<file path="config.mk">
export PLATFORM = sky130hd
export DESIGN_NAME = fir_mac_engine
export DESIGN_NICKNAME = d
export VERILOG_FILES = /design/src/rtl/fir_pkg.sv /design/src/rtl/fir_delay_line.sv /design/src/rtl/fir_mac_engine.sv
export SDC_FILE = /design/constraint.sdc
export NUM_CORES = 2
export LEC_CHECK = 0
export CORE_MARGIN = 1.5
export CORE_UTILIZATION = 57
export CTS_BUF_LIST = sky130_fd_sc_hd__clkbuf_8
export CTS_CLUSTER_DIAMETER = 150
export DETAILED_ROUTE_END_ITERATION = 6
export DONT_BUFFER_PORTS = 1
export PLACE_DENSITY_LB_ADDON = 0.08
export SYNTH_ARGS = -nofsm -noshare
export SYNTH_HDL_FRONTEND = slang
export SYNTH_SLANG_ARGS = --single-unit
export TNS_END_PERCENT = 5
</file>
<file path="constraint.sdc">
create_clock -name clka -period 16.4 [get_ports clka]
set_input_delay 2.46 -clock clka [delete_from_list [all_inputs] [get_ports clka]]
set_output_delay 2.46 -clock clka [all_outputs]
set_load 0.1 [all_outputs]
</file>
<file path="src/rtl/fir_pkg.sv">
// Shared constants and types for the serial 128-tap FIR engine.
package fir_pkg;

    localparam int TAPS      = 128;
    localparam int ADDR_W    = 7;
    localparam int ROM_W     = 64;
    localparam int DRAIN_CYC = 3;

    localparam int SAMPLE_W_DEF = 16;
    localparam int COEF_W_DEF   = 24;
    localparam int ACC_W_DEF    = 48;
    localparam int OUT_W_DEF    = 32;
    localparam int SHIFT_DEF    = 0;

    typedef enum logic [1:0] {
        IDLE,
        RUN,
        DRAIN,
        OUT
    } state_t;

endpackage

</file>
<file path="src/rtl/fir_delay_line.sv">
// Circular sample history: one write port at the write pointer, one
// registered read port addressed as an offset back from the write pointer.
module fir_delay_line
    import fir_pkg::*;
#(
    parameter int SAMPLE_W = SAMPLE_W_DEF
) (
    input  logic                clka,
    input  logic                rsta_n,
    input  logic                wr_en,
    input  logic [SAMPLE_W-1:0] wr_data,
    input  logic                advance,
    input  logic                rd_en,
    input  logic [ADDR_W-1:0]   rd_off,
    output logic [SAMPLE_W-1:0] rd_data
);

    logic [SAMPLE_W-1:0] mem [TAPS];
    logic [ADDR_W-1:0]   wp;
    logic [ADDR_W-1:0]   rd_idx;

    // Read index wraps naturally in ADDR_W bits.
    assign rd_idx = wp - rd_off;

    // Write pointer moves on once per completed output.
    // NOTE: sequential state is written with <= so every flop samples pre-edge values.
    always_ff @(posedge clka or negedge rsta_n) begin
        if (!rsta_n) begin
            wp <= '0;
        end else if (advance) begin
            wp <= wp + ADDR_W'(1);
        end
    end

    // Sample storage; cleared on reset so a restarted filter sees silence.
    // NOTE: this array is built from flops rather than RAM because it must reset to zero.
    always_ff @(posedge clka or negedge rsta_n) begin
        if (!rsta_n) begin
            for (int i = 0; i < TAPS; i++) begin
                mem[i] <= '0;
            end
        end else if (wr_en) begin
            mem[wp] <= wr_data;
        end
    end

    // Registered read port, launched in step with the ROM address register.
    always_ff @(posedge clka or negedge rsta_n) begin
        if (!rsta_n) begin
            rd_data <= '0;
        end else if (rd_en) begin
            rd_data <= mem[rd_idx];
        end
    end

endmodule

</file>
<file path="src/rtl/fir_mac_engine.sv">
// Serial 128-tap FIR: accepts one sample, sweeps coefficient ROM addresses
// 0..127, multiply-accumulates against the delayed samples, and presents the
// scaled result on a valid/ready output.
// Build option: define FIR_SAT_EN to saturate the output instead of wrapping.
module fir_mac_engine
    import fir_pkg::*;
#(
    parameter int SAMPLE_W = SAMPLE_W_DEF,
    parameter int COEF_W   = COEF_W_DEF,
    parameter int ACC_W    = ACC_W_DEF,
    parameter int OUT_W    = OUT_W_DEF,
    parameter int SHIFT    = SHIFT_DEF
) (
    input  logic                clka,
    input  logic                rsta_n,
    input  logic                in_valid,
    output logic                in_ready,
    input  logic [SAMPLE_W-1:0] in_data,
    output logic [ADDR_W-1:0]   rom_addr,
    input  logic [ROM_W-1:0]    rom_data,
    output logic                out_valid,
    input  logic                out_ready,
    output logic [OUT_W-1:0]    out_data
);

    localparam int PROD_W = SAMPLE_W + COEF_W;

    state_t                     state;
    state_t                     state_next;
    logic [ADDR_W-1:0]          k;
    logic                       accept;
    logic                       last_tap;
    logic                       drain_done;
    logic                       v_addr;
    logic                       v_data;
    logic                       v_prod;
    logic [SAMPLE_W-1:0]        rd_sample;
    logic signed [SAMPLE_W-1:0] sample_al;
    logic signed [COEF_W-1:0]   coef;
    logic signed [PROD_W-1:0]   prod;
    logic signed [ACC_W-1:0]    acc;
    logic signed [ACC_W-1:0]    acc_next;
    logic signed [ACC_W-1:0]    acc_shift;
    logic [OUT_W-1:0]           scaled;
    logic                       unused_bits;

    assign accept     = (state == IDLE) && in_valid;
    assign last_tap   = (state == RUN) && (k == ADDR_W'(TAPS - 1));
    assign drain_done = (state == DRAIN) && (k == ADDR_W'(DRAIN_CYC - 1));
    assign coef       = rom_data[COEF_W-1:0];

    // State register.
    always_ff @(posedge clka or negedge rsta_n) begin
        if (!rsta_n) begin
            state <= IDLE;
        end else begin
            state <= state_next;
        end
    end

    // Next-state logic.
    // NOTE: the default assignment first keeps this block free of inferred latches.
    always_comb begin
        state_next = state;
        unique case (state)
            IDLE:  if (in_valid)   state_next = RUN;
            RUN:   if (last_tap)   state_next = DRAIN;
            DRAIN: if (drain_done) state_next = OUT;
            OUT:   if (out_ready)  state_next = IDLE;
            default:               state_next = IDLE;
        endcase
    end

    // Handshake outputs decoded from the state.
    always_comb begin
        in_ready  = (state == IDLE);
        out_valid = (state == OUT);
    end

    // Tap counter in RUN, reused as the drain cycle counter in DRAIN.
    always_ff @(posedge clka or negedge rsta_n) begin
        if (!rsta_n) begin
            k <= '0;
        end else if (accept || drain_done) begin
            k <= '0;
        end else if (state == RUN || state == DRAIN) begin
            k <= k + ADDR_W'(1);
        end
    end

    // ROM address register: shows tap k the cycle after it is issued.
    always_ff @(posedge clka or negedge rsta_n) begin
        if (!rsta_n) begin
            rom_addr <= '0;
        end else if (state == RUN) begin
            rom_addr <= k;
        end
    end

    fir_delay_line #(
        .SAMPLE_W (SAMPLE_W)
    ) u_delay (
        .clka    (clka),
        .rsta_n  (rsta_n),
        .wr_en   (accept),
        .wr_data (in_data),
        .advance (drain_done),
        .rd_en   (state == RUN),
        .rd_off  (k),
        .rd_data (rd_sample)
    );

    // MAC pipeline: align the sample with ROM data, register the product,
    // with a valid bit travelling alongside each stage.
    always_ff @(posedge clka or negedge rsta_n) begin
        if (!rsta_n) begin
            v_addr    <= 1'b0;
            v_data    <= 1'b0;
            v_prod    <= 1'b0;
            sample_al <= '0;
            prod      <= '0;
        end else begin
            v_addr    <= (state == RUN);
            v_data    <= v_addr;
            v_prod    <= v_data;
            sample_al <= $signed(rd_sample);
            prod      <= PROD_W'(sample_al) * PROD_W'(coef);
        end
    end

    // Accumulate the sign-extended product when it carries a real tap.
    always_comb begin
        acc_next = acc;
        if (v_prod) begin
            acc_next = acc + ACC_W'(prod);
        end
    end

    // Accumulator register, cleared when a new sample is taken.
    always_ff @(posedge clka or negedge rsta_n) begin
        if (!rsta_n) begin
            acc <= '0;
        end else if (accept) begin
            acc <= '0;
        end else begin
            acc <= acc_next;
        end
    end

`ifdef FIR_SAT_EN
    localparam logic signed [ACC_W-1:0] SAT_MAX =
        {{(ACC_W - OUT_W + 1){1'b0}}, {(OUT_W - 1){1'b1}}};
    localparam logic signed [ACC_W-1:0] SAT_MIN =
        {{(ACC_W - OUT_W + 1){1'b1}}, {(OUT_W - 1){1'b0}}};

    // Shift then clamp into the signed output range.
    always_comb begin
        acc_shift = acc_next >>> SHIFT;
        scaled    = acc_shift[OUT_W-1:0];
        if (acc_shift > SAT_MAX) begin
            scaled = SAT_MAX[OUT_W-1:0];
        end else if (acc_shift < SAT_MIN) begin
            scaled = SAT_MIN[OUT_W-1:0];
        end
    end

    assign unused_bits = ^rom_data[ROM_W-1:COEF_W];
`else
    // Shift then keep the low bits (two's-complement wrap).
    always_comb begin
        acc_shift = acc_next >>> SHIFT;
        scaled    = acc_shift[OUT_W-1:0];
    end

    assign unused_bits = ^{rom_data[ROM_W-1:COEF_W], acc_shift[ACC_W-1:OUT_W]};
`endif

    // Output register: loaded with the final sum as DRAIN ends, held through OUT.
    always_ff @(posedge clka or negedge rsta_n) begin
        if (!rsta_n) begin
            out_data <= '0;
        end else if (drain_done) begin
            out_data <= scaled;
        end
    end

endmodule

</file>
==> impl_metrics.json <==
{
  "start_util": 0.576,
  "worst_hold_path_type": "reg2reg",
  "layout.nets": 8013,
  "crit_top_cell": "fa_1",
  "p_leak_nw": 61.3,
  "syn_avg_cell_area_um2": 14.7,
  "drc": 0,
  "fin_crit_ns": 7.46,
  "antenna_found_initial": 9,
  "die_area_um2": 198000,
  "synth_warnings": 0,
  "clockRootBuffer": "clkbuf_8",
  "max-vdd-ir-drop_uv": 65.9,
  "report.final.setup_viol": 0,
  "io_pins": 125,
  "power_mw": 10.4,
  "ys_ff_latch": 2202,
  "first_iter_violations": 4300,
  "cts_max_path_buffers": 4,
  "cap_violations": 0,
  "yosysTopAreaCell": "dfrtp_1",
  "synth_common_cells": "dfrtp_1, mux2_1, mux2_2",
  "hpwl_mm": 159,
  "groute.usage.overall": 0.282,
  "totalWireLength_mm": 271,
  "portBuffers": 0,
  "power_density_nw_per_um2": 86.2,
  "area_growth_pct": 8.85,
  "clock_latency_ns": 1.08,
  "grt_start_max_net_pins": 274,
  "first_global_vias": 67900,
  "fp.coreArea_um2": 193000,
  "first_pass_iters": 5,
  "start_kind": "primary input",
  "num_rows": 161,
  "synthTopCellsByArea": "dfrtp_1, mux2_1, mux4_2",
  "ctsResizeCount": 0,
  "relSlewSlack": 0.0831,
  "fin_util": 0.627,
  "rsz0062_at_grt": "false",
  "grt_pass1_wl_mm": 422,
  "synth_edf_count": 0,
  "finalClockSkew_ns": 0.0567,
  "finalInstanceArea_um2": 121000,
  "async_flop_share": 1.00,
  "synth.distinct_cells": 62,
  "stdcell_count": 10300,
  "min_period_over_period": 0.455,
  "overflow": 0,
  "num-fill-cells": 14700,
  "synthFlopType": "dfrtp_1",
  "htreeDepth": 5,
  "cts_tree": "built",
  "cp_cell_sequence": "and2_1 -> fa_1 -> inv_1 -> fa_1 -> fa_1 -> inv_1 -> fa_1 -> fa_1 -> inv_1 -> fa_1 -> inv_1 -> ha_1 -> a21oi_1 -> o21ai_1 -> o311ai_1 -> a21oi_1 -> a21oi_1 -> o31ai_1 -> or4_1 -> a2111o_1 -> nand4_1",
  "netlist_instances": 7587,
  "dp_cells": 9635,
  "yosysSeqAreaShare": 0.495,
  "placed_area_um2": 113000,
  "dp_worst_setup_slack_ns": 7.92,
  "dieHeight_um": 445,
  "clock-sinks": 2202,
  "cpPeakStageDelay_ns": 0.54,
  "synth_most_common_cell": "dfrtp_1",
  "viasPerCell": 6.15,
  "setup_ws_ns": 8.94,
  "cts_buffers": 382,
  "critPathArrivalTime_ns": 8.42,
  "syn-num-nets": 8105,
  "slowest_stage": "fa_1",
  "path_clk_slew_ns": 0.06,
  "syn_area_um2": 111000,
  "whs_ns": 0.345,
  "post_cts_buffers": 0,
  "num_vias": 63400,
  "fmax_mhz": 134,
  "crit_path_max_fanout": 16,
  "wl_per_cell_um": 26.3,
  "drtAntennaViolNets": 0,
  "required_ns": 17.37,
  "final-hold-violation-count": 0,
  "status": "completed",
  "place_congestion": 0.834,
  "fin_setup_tns_ns": 0,
  "ctsHoldBuffers": 0,
  "path_class": "in2reg",
  "slew_violations": 0,
  "synth_top_area_frac": 0.495,
  "worst_setup_path_end_kind": "flop",
  "max_slew.worst_pin.slew_ns": 1.38,
  "dieWidth_um": 445,
  "layout-drive-gt1-share": 0.262
}
## area by class of cell
| cell class | instances | area, um2 | area share |
|---|---|---|---|
| timing repair buffer | 134 | 1300 | 0.0107 |
| clock buffer | 491 | 6760 | 0.0558 |
| multi-input combinational | 4407 | 52600 | 0.435 |
| antenna | 12 | 30.0 | 0.000248 |
| tap | 2526 | 3160 | 0.0261 |
| sequential | 2202 | 55100 | 0.455 |
| inverter | 368 | 1380 | 0.0114 |
| clock inverter | 170 | 711 | 0.00587 |
## cells in the final DEF, fill, tap and decap left out, drive strengths merged, types with 7 or more instances in the layout
| cell | n |
|---|---|
| a21oi | 60 |
| o21ai | 62 |
| o21a | 7 |
| nor2b | 12 |
| mux2 | 2088 |
| nor2 | 179 |
| and3 | 10 |
| nand2b | 23 |
| xor2 | 18 |
| dfrtp | 2202 |
| a31oi | 28 |
| o211ai | 36 |
| inv | 511 |
| and2 | 151 |
| buf | 134 |
| nand3 | 27 |
| ha | 133 |
| mux4 | 640 |
| nor3 | 24 |
| a21o | 25 |
| clkinv | 22 |
| a211oi | 10 |
| diode | 12 |
| xnor2 | 67 |
| nand2 | 387 |
| clkbuf | 491 |
| nand4 | 9 |
| mux2i | 58 |
| fa | 301 |
## where the power goes
group / switching [mW] / internal [mW]
clock: 2.22 / 2.66
sequential: 0 / 5.44
combinational: 0.101 / 0.0121
total: 2.32 / 8.11
## kinds of logic after synthesis
kind of cell,Yosys count,synth area share
and+or+nand+nor,840,0.0341
adders and majority gates,434,0.0691
buffers and inverters,978,0.0332
AOI/OAI and AO/OA,262,0.0151
muxes,2786,0.346
xor gates and xnor gates,85,0.00669
DFF,2202,0.495
## worst max-delay path: cells and delay by family
kind | cells | cell delay, ns
and+or+nand+nor | 3 | 0.73
AOI/OAI and AO/OA | 7 | 1.69
adders and majority gates | 7 | 3.31
buffers and inverters | 4 | 0.19
## final timing paths
kind,slack (ns),from,cells after the start,end
setup / recovery,8.94,rom_data[10],21,prod[31]
max in group asynchronous,10.19,rsta_n,6,u_delay.mem[1596]
min in group asynchronous,1.11,rsta_n,0,u_delay.mem[213]
hold reg to reg,0.35,v_addr,0,v_data
hold / removal,0.35,v_addr,0,v_data
setup reg to reg,9.18,sample_al[15],20,prod[31]
## flip-flops by register name (all words and copies together) (netlist names)
signal	cells
v_data	1
k	7
v_prod	1
sample_al	16
u_delay.mem	2048
out_data	32
prod	32
state	2
rom_addr	7
u_delay.wp	7
u_delay.rd_data	16
v_addr	1
acc	32
## per-layer routing
layer  routed length (um)  share of wire  GRT usage
met4                 9580          0.035      0.101
met1               120000           0.44      0.402
met5                   12       0.000044          0
met2               127000           0.47      0.443
met3                14000          0.052     0.0470
Note: power is estimated with default switching activity, not from simulation.
